**config.mk**
```make
export PLATFORM = sky130hd
export DESIGN_NAME = bin_sevenseg_scan
export DESIGN_NICKNAME = d
export VERILOG_FILES = /design/src/rtl/bin_sevenseg_scan.sv
export SDC_FILE = /design/constraint.sdc
export NUM_CORES = 1
export LEC_CHECK = 0
export ABC_AREA = 1
export CAP_MARGIN = 20
export CORE_MARGIN = 2
export CORE_UTILIZATION = 60
export CTS_CLUSTER_SIZE = 10
export DETAILED_ROUTE_END_ITERATION = 10
export PLACE_DENSITY = 0.87
export REMOVE_ABC_BUFFERS = 1
export SLEW_MARGIN = 30
export SYNTH_ARGS = -nofsm -noshare
export SYNTH_HDL_FRONTEND = slang
export SYNTH_SLANG_ARGS = --single-unit
```
**constraint.sdc**
```tcl
create_clock -name clk -period 4.9 [get_ports clk]
set_input_delay 0.98 -clock clk [delete_from_list [all_inputs] [get_ports clk]]
set_output_delay 0.98 -clock clk [all_outputs]
set_load 0.01 [all_outputs]
```
**src/rtl/bin_sevenseg_scan.sv**
```systemverilog
// Binary to BCD converter (sequential double-dabble) driving a multiplexed active-low 7-segment display.
// Optional leading-zero blanking is enabled by defining SEVSEG_LZ_BLANK_EN.
module bin_sevenseg_scan #(
  parameter int WIDTH    = 8,
  parameter int DIGITS   = 3,
  parameter int SCAN_DIV = 4
) (
  input  logic              clk,
  input  logic              rst,
  input  logic              load,
  input  logic [WIDTH-1:0]  value,
  output logic              busy,
  output logic              ready,
  output logic [6:0]        seg,
  output logic [DIGITS-1:0] an
);

  localparam int BCDW = 4 * DIGITS;
  localparam int CNTW = $clog2(WIDTH + 1);
  localparam int IDXW = (DIGITS > 1) ? $clog2(DIGITS) : 1;
  localparam int DIVW = (SCAN_DIV > 1) ? $clog2(SCAN_DIV) : 1;

  // True when DIGITS decimal digits can hold every WIDTH-bit unsigned value.
  function automatic bit digitsFit(input int w, input int d);
    logic [255:0] pow10;
    pow10 = 256'd1;
    for (int i = 0; i < d; i++) pow10 = pow10 * 256'd10;
    return pow10 >= (256'd1 << w);
  endfunction

  if (!digitsFit(WIDTH, DIGITS)) begin : g_badDigits
    $error("bin_sevenseg_scan: DIGITS too small for WIDTH");
  end
  if (SCAN_DIV < 1) begin : g_badScanDiv
    $error("bin_sevenseg_scan: SCAN_DIV must be at least 1");
  end

  typedef enum logic [1:0] {IDLE, SHIFT, DONE} state_t;

  state_t            state_q, state_d;
  logic [WIDTH-1:0]  bin_q, bin_d;
  logic [BCDW-1:0]   bcd_q, bcd_d;
  logic [BCDW-1:0]   bcdAdj;
  logic [CNTW-1:0]   cnt_q, cnt_d;
  logic [BCDW-1:0]   disp_q, disp_d;
  logic [DIVW-1:0]   div_q, div_d;
  logic [IDXW-1:0]   idx_q, idx_d;
  logic [6:0]        seg_q, seg_d;
  logic [DIGITS-1:0] an_q, an_d;
  logic [DIGITS-1:0] blank;
  logic [3:0]        digSel;

  function automatic logic [6:0] segEncode(input logic [3:0] d);
    case (d)
      4'd0:    return 7'b0000001;
      4'd1:    return 7'b1001111;
      4'd2:    return 7'b0010010;
      4'd3:    return 7'b0000110;
      4'd4:    return 7'b1001100;
      4'd5:    return 7'b0100100;
      4'd6:    return 7'b0100000;
      4'd7:    return 7'b0001111;
      4'd8:    return 7'b0000000;
      4'd9:    return 7'b0001100;
      default: return 7'b1111111;
    endcase
  endfunction

  always_comb begin
    state_d = state_q;
    bin_d   = bin_q;
    bcd_d   = bcd_q;
    cnt_d   = cnt_q;
    disp_d  = disp_q;
    bcdAdj  = bcd_q;
    for (int k = 0; k < DIGITS; k++) begin
      if (bcdAdj[4*k +: 4] >= 4'd5) bcdAdj[4*k +: 4] = bcdAdj[4*k +: 4] + 4'd3;
    end
    case (state_q)
      IDLE: begin
        if (load) begin
          bin_d   = value;
          bcd_d   = '0;
          cnt_d   = '0;
          state_d = SHIFT;
        end
      end
      SHIFT: begin
        {bcd_d, bin_d} = {bcdAdj, bin_q} << 1;
        cnt_d = cnt_q + CNTW'(1);
        if (cnt_q == CNTW'(WIDTH - 1)) state_d = DONE;
      end
      DONE: begin
        disp_d  = bcd_q;
        state_d = IDLE;
      end
      default: state_d = IDLE;
    endcase
  end

  // Scan position advances once per SCAN_DIV clocks, free-running regardless of conversion state.
  always_comb begin
    div_d = div_q;
    idx_d = idx_q;
    if (div_q == DIVW'(SCAN_DIV - 1)) begin
      div_d = '0;
      idx_d = (idx_q == IDXW'(DIGITS - 1)) ? '0 : idx_q + IDXW'(1);
    end else begin
      div_d = div_q + DIVW'(1);
    end
  end

`ifdef SEVSEG_LZ_BLANK_EN
  logic zeroRun;
  always_comb begin
    blank   = '0;
    zeroRun = 1'b1;
    for (int k = DIGITS - 1; k > 0; k--) begin
      zeroRun  = zeroRun && (disp_d[4*k +: 4] == 4'd0);
      blank[k] = zeroRun;
    end
  end
`else
  assign blank = '0;
`endif

  // Segment pattern and anode select come from the next-cycle index and display so both flip together.
  always_comb begin
    digSel = disp_d[4*idx_d +: 4];
    seg_d  = blank[idx_d] ? 7'b1111111 : segEncode(digSel);
    an_d   = ~(DIGITS'(1) << idx_d);
  end

  always_ff @(posedge clk or posedge rst) begin
    if (rst) begin
      state_q <= IDLE;
      bin_q   <= '0;
      bcd_q   <= '0;
      cnt_q   <= '0;
      disp_q  <= '0;
      div_q   <= '0;
      idx_q   <= '0;
      seg_q   <= 7'b0000001;
      an_q    <= ~DIGITS'(1);
    end else begin
      state_q <= state_d;
      bin_q   <= bin_d;
      bcd_q   <= bcd_d;
      cnt_q   <= cnt_d;
      disp_q  <= disp_d;
      div_q   <= div_d;
      idx_q   <= idx_d;
      seg_q   <= seg_d;
      an_q    <= an_d;
    end
  end

  assign busy  = (state_q != IDLE);
  assign ready = (state_q == DONE);
  assign seg   = seg_q;
  assign an    = an_q;

endmodule

```
==> results.json, run 1 <==
{
  "status": "finished clean",
  "yosysMostFrequentCell": "nand2_1",
  "syn_area_per_cell_um2": 9.03,
  "critical_path_required_ns": 3.92,
  "finClkSkew_ns": 0.00816,
  "syn_to_final_growth_pct": 12.6,
  "clock_path_buffers": 2,
  "worst_setup_path_end_kind": "primary output",
  "synth_top_area_share_pct": 47.0,
  "insertion_delay_ns": 0.30,
  "synth_edf_count": 0,
  "die_w_um": 70.0,
  "async_flop_share_pct": 100,
  "drive_gt1_share_pct": 12.7,
  "synth_area_leaders": "dfrtp_1 47%, nand2_1 8.5%, ha_1 6.7%",
  "wl_um": 4870,
  "p_total_mw": 1.80,
  "place_area_um2": 2850,
  "start_util_pct": 63.9,
  "cts.sinks": 52,
  "nNetsFinal": 338,
  "tns_ns": 0,
  "io_buffers": 22,
  "synth_top_family_by_area": "simple AND/OR/NAND/NOR gates",
  "yosys_warnings": 0,
  "vias_per_cell": 5.43,
  "fmax_mhz": 368,
  "finalWeightedCongestion": 0.841,
  "wire_per_inst_um": 13.4,
  "period_needed_ns": 2.71,
  "num_vias": 1978,
  "ys_seq_elements": 52,
  "muxShareOfSynthArea_pct": 0,
  "cts_tree": "built",
  "cp_max_fo": 8,
  "grt.overflow.total": 0,
  "hold_violations": 0,
  "setup.worst_path.end": "ready",
  "cap_viol_max_count": 0,
  "ant_nets": 0,
  "numCtsBuffers": 5,
  "clk_pin_slew_ns": 0.09,
  "cp-startpoint": "state_q[1]",
  "synth-xor-area-share_pct": 0.336,
  "worst_pin_slew_ns": 0.621,
  "synth-seq-area-share_pct": 50.0,
  "rows": 23,
  "drt-initial-drc-count": 198,
  "cellPowerDensity_nw_per_um2": 612,
  "io_pins": 23,
  "antenna_found_initial": 0,
  "hold_start": "div_q[0]",
  "combPwrFrac_pct": 47.5,
  "die_area_um2": 4890,
  "synth-main-ff-cell": "dfrtp_1",
  "rrSetupSlack_ns": 2.74,
  "die_y_um": 70.0,
  "synthSimpleGateAreaFrac_pct": 19.5,
  "cts_setup_buffers": 0,
  "worstHoldPathType": "flip-flop to flip-flop",
  "hold_buffers": 0,
  "post-route-period-util_pct": 55.4,
  "slew_violations": 0,
  "syn_area_um2": 2610,
  "r2r_start": "div_q[0]",
  "min_path_cells": 1,
  "p_switching_uw": 750,
  "grt_max_degree": 53,
  "synth_cell_types": 32,
  "worstSetupPathType": "flip-flop to primary output",
  "final_area_um2": 2940,
  "r2r-end": "seg[3]",
  "setup_violations": 0,
  "grt_pass1_wl_um": 8690,
  "finalWorstSetupSlack_ns": 2.19,
  "max_slew_margin_pct": 58.6,
  "cts_max_level": 2,
  "leakage_nw": 1.44,
  "reg2reg_depth": 13,
  "synth_top_area_cell": "dfrtp_1",
  "fillers": 316,
  "pwr-share-seq_pct": 38.6,
  "synth-compound-area-share_pct": 14.4,
  "dp_hpwl_um": 3460,
  "clock-root-buffer": "clkbuf_8",
  "cp-start-kind": "flip-flop",
  "multi_input_area_um2": 1070,
  "ys_top_cells_by_count": "59 x nand2_1, 49 x dfrtp_1, 45 x inv_1",
  "seq_area_um2": 1310,
  "vdd_drop_max_mv": 0.386,
  "dr.pass1.iters": 4,
  "place_ws_ns": 2.41,
  "coreArea_um2": 4090,
  "diodes": 0,
  "crit_arrival_ns": 1.73,
  "synthAdderAreaFrac_pct": 6.71,
  "ctsResizeCount": 0,
  "clkPwrFrac_pct": 13.9,
  "first_global_vias": 1944,
  "track_usage_pct": 22.2,
  "drc": 0,
  "syn_inst": 289,
  "internal-power_mw": 1.05,
  "swShare_pct": 41.7,
  "rsz0062_at_grt": "false"
}
placed cells by master (no fill, tap or decap), types with 4 or more instances in the layout:
cell type        synthesis  layout
inv_1                   45      44
nand2_1                 59      59
nand3_1                 14      14
a21oi_1                 10      10
o211ai_1                 5       5
ha_1                    14      14
inv_2                    4       4
nand2_2                  7       7
clkbuf_8                 0       6
clkdlybuf4s50_1          0      22
dfrtp_1                 49      49
o21ai_0                 24      24
nor2_1                  15      15
o21ai_2                  7       7
worst min path at each step:
stage / to / slack (ns)
final: div_q[0] / 0.44
after global routing: div_q[0] / 0.47
after CTS: div_q[0] / 0.44
after detailed placement: div_q[0] / 0.43
after global placement: div_q[0] / 0.41
after floorplan: div_q[0] / 0.40
metrics by stage:
step,instances,hold WS (ns),util (%)
detailed placement,356,0.427,69.7
global placement,356,0.415,69.6
floorplan,284,0.403,-
global route,364,0.470,71.9
finish,364,0.435,71.9
CTS,364,0.441,71.9
cell type report:
class,instances,share of cell area [%]
Inverter,50,6.56
Tap cell,50,2.13
Sequential cell,52,44.4
Timing Repair Buffer,22,7.50
Clock buffer,8,3.07
Multi-Input combinational cell,182,36.3
power by group through the flow:
stage	Combinational [mW]	Clock (mW)	Sequential, mW
4_1_cts	0.858	0.252	0.693
3_5_place_dp	0.846	0	0.702
3_3_place_gp	0.812	0	0.693
6_report	0.853	0.250	0.694
5_1_grt	0.976	0.271	0.714
2_1_floorplan	0.609	0	0.698
state kept, by name, summed over array words and instances, names as in the netlist:
register,flops
bin_q,8
disp_q,12
seg,7
cnt_q,4
an,3
bcd_q,12
state_q,2
div_q,2
idx_q,2
cells by family after synthesis:
| logic type | Yosys count |
|---|---|
| AND/OR/NAND/NOR | 106 |
| adder cells (fa/ha/maj) | 14 |
| buffers and inverters | 55 |
| AO/OA/AOI/OAI | 61 |
| XOR/XNOR | 1 |
| flip-flops | 52 |
layer usage:
layer | vias to the layer above | track usage [%] | wire [um]
met5 | - | 0 | 0
met2 | 55 | 36.1 | 2350
met1 | 936 | 30.1 | 2200
li1 | 975 | - | -
met3 | 12 | 3.46 | 197
met4 | 0 | 8.33 | 117
critical path, cell delays in order (launching register included):
cell,delay (ns)
dfrtp_1,0.63
inv_1,0.10
nor2_1,0.14
clkdlybuf4s50_1,0.55
No activity file was read; power rests on OpenSTA's default activity.
==> run 2: changes to the inputs <==
--- a/config.mk
+++ b/config.mk
@@ -8,10 +8,10 @@
 export ABC_AREA = 1
 export CAP_MARGIN = 20
 export CORE_MARGIN = 2
-export CORE_UTILIZATION = 60
+export CORE_UTILIZATION = 57
 export CTS_CLUSTER_SIZE = 10
 export DETAILED_ROUTE_END_ITERATION = 10
-export PLACE_DENSITY = 0.87
+export PLACE_DENSITY = 0.84
 export REMOVE_ABC_BUFFERS = 1
 export SLEW_MARGIN = 30
 export SYNTH_ARGS = -nofsm -noshare
==> constraint.sdc (replaced) <==
create_clock -name clk -period 2.6 [get_ports clk]
set_input_delay 0.52 -clock clk [delete_from_list [all_inputs] [get_ports clk]]
set_output_delay 0.52 -clock clk [all_outputs]
set_load 0.01 [all_outputs]
==> results.json, run 2 (synthesis gave the netlist of run 1 again) <==
{
  "status": "finished clean",
  "pwr-share-seq_pct": 39.2,
  "critPathMaxStageDelay_ns": 0.66,
  "post-route-period-util_pct": 88.4,
  "worstSetupPathType": "flip-flop to primary output",
  "worst_setup_path_end_kind": "primary output",
  "p_switching_mw": 1.38,
  "final_area_um2": 2960,
  "grt_max_degree": 53,
  "diodes": 0,
  "vias_per_cell": 5.28,
  "crit_buf_inv": 2,
  "numCtsBuffers": 5,
  "start_util_pct": 59.5,
  "cts_setup_buffers": 0,
  "critPathTopFamily": "buffers and inverters",
  "cpMaxStageDelayCell": "dfrtp_1",
  "antenna_found_initial": 0,
  "die_w_um": 71.7,
  "grt_pass1_wl_um": 8490,
  "fmax_mhz": 435,
  "internal-power_mw": 1.97,
  "clkPwrFrac_pct": 13.9,
  "place_area_um2": 2870,
  "final_cells": 367,
  "cp_max_fo": 8,
  "ant_nets": 0,
  "hold_ws_ns": 0.476,
  "layout_commonest_cell": "nand2_1",
  "clock_path_buffers": 2,
  "period_needed_ns": 2.30,
  "p_total_mw": 3.36,
  "finClkSkew_ns": 0.00484,
  "tns_ns": 0,
  "cts_tree": "built",
  "max_slew_margin_pct": 67.3,
  "slew_violations": 0,
  "hold_buffers": 0,
  "io_buffers": 22,
  "clk_pin_slew_ns": 0.09,
  "crit_arrival_ns": 1.78,
  "vdd_drop_max_mv": 0.700,
  "wire_per_inst_um": 13.0,
  "nNetsFinal": 339,
  "die_y_um": 71.7,
  "setup_violations": 0,
  "worst_pin_slew_ns": 0.491,
  "track_usage_pct": 21.1,
  "drc": 0,
  "final_core_util_pct": 67.5,
  "cts.sinks": 52,
  "rows": 24,
  "cts_max_level": 2,
  "combPwrFrac_pct": 46.9,
  "rrSetupSlack_ns": 0.38,
  "swShare_pct": 41.2,
  "leakage_nw": 1.45,
  "io_pins": 23,
  "drive_gt1_share_pct": 13.0,
  "dr.pass1.iters": 5,
  "worstHoldPathType": "flip-flop to flip-flop",
  "insertion_delay_ns": 0.30,
  "largestRegisters": "bcd_q (12), disp_q (12), bin_q (8)",
  "layout_common_cells": "59 x nand2_1, 49 x dfrtp_1, 44 x inv_1, 24 x o21ai_0, 22 x clkdlybuf4s50_1",
  "num_vias": 1938,
  "cap_viol_max_count": 0,
  "clock-root-buffer": "clkbuf_8",
  "cp_cell_sequence": "inv_1 -> nor2_1 -> clkdlybuf4s50_1",
  "dp_hpwl_um": 3360,
  "grt.overflow.total": 0,
  "cp-start-kind": "flip-flop",
  "drt-initial-drc-count": 97,
  "post-place-cells": 359,
  "ctsResizeCount": 0,
  "wl_um": 4770,
  "hold_violations": 0,
  "die_area_um2": 5140,
  "coreArea_um2": 4380,
  "critical_path_required_ns": 2.08,
  "first_global_vias": 1951,
  "rsz0062_at_grt": "false",
  "syn_to_final_growth_pct": 13.3,
  "finalWeightedCongestion": 0.792,
  "place_ws_ns": 0.473,
  "finalWorstSetupSlack_ns": 0.301,
  "cellPowerDensity_nw_per_um2": 1130
}
[run 2: changes by cell type in the layout (fill, tap and decap cells not counted), sizes merged]
cell	change
buf	+1
[run 2: metal layers]
| metal | GRT usage (%) | vias to the layer above | routed length, um |
|---|---|---|---|
| li1 | - | 978 | - |
| met1 | 27.3 | 923 | 2280 |
| met2 | 34.4 | 26 | 2270 |
| met3 | 4.22 | 11 | 105 |
| met4 | 9.85 | 0 | 109 |
| met5 | 0 | - | 0 |
[run 2: path summary, 6_finish.rpt]
| check | from | end | cells past startpoint |
|---|---|---|---|
| max | state_q[1] | ready | 3 |
| min | div_q[1] | div_q[1] | 1 |
| max reg2reg | div_q[0] | seg[3] | 13 |
| min reg2reg | div_q[1] | div_q[1] | 1 |
| max in group asynchronous | rst | seg[0] | 3 |
| min in group asynchronous | rst | bcd_q[10] | 3 |
[run 2: power groups by stage]
stage               Combinational (mW)  Clock [mW]  Sequential [mW]
floorplan                         1.15           0             1.32
global placement                  1.51           0             1.31
detailed placement                1.57           0             1.33
CTS                               1.59       0.483             1.31
global route                      1.83       0.509             1.35
finish                            1.58       0.466             1.31
[run 2: final cells by class]
| cell class | count | area [um2] |
|---|---|---|
| fillers | 356 | 1430 |
| flip-flops and latches | 52 | 1310 |
| multi-input cells | 182 | 1070 |
| repair buffers | 23 | 240 |
| inverters | 50 | 190 |
| clock buffers | 8 | 90.1 |
| well taps | 52 | 65.1 |
[run 2: worst register-to-register path, stage by stage (launching register included)]
cell,delay [ns]
dfrtp_1,0.41
ha_1,0.26
nand2_1,0.15
nand3_1,0.24
nand2_1,0.20
inv_1,0.06
nand2_1,0.07
nand2_2,0.10
inv_1,0.13
ha_1,0.24
inv_1,0.06
nand2_1,0.06
nand3_1,0.09
nand2_1,0.05
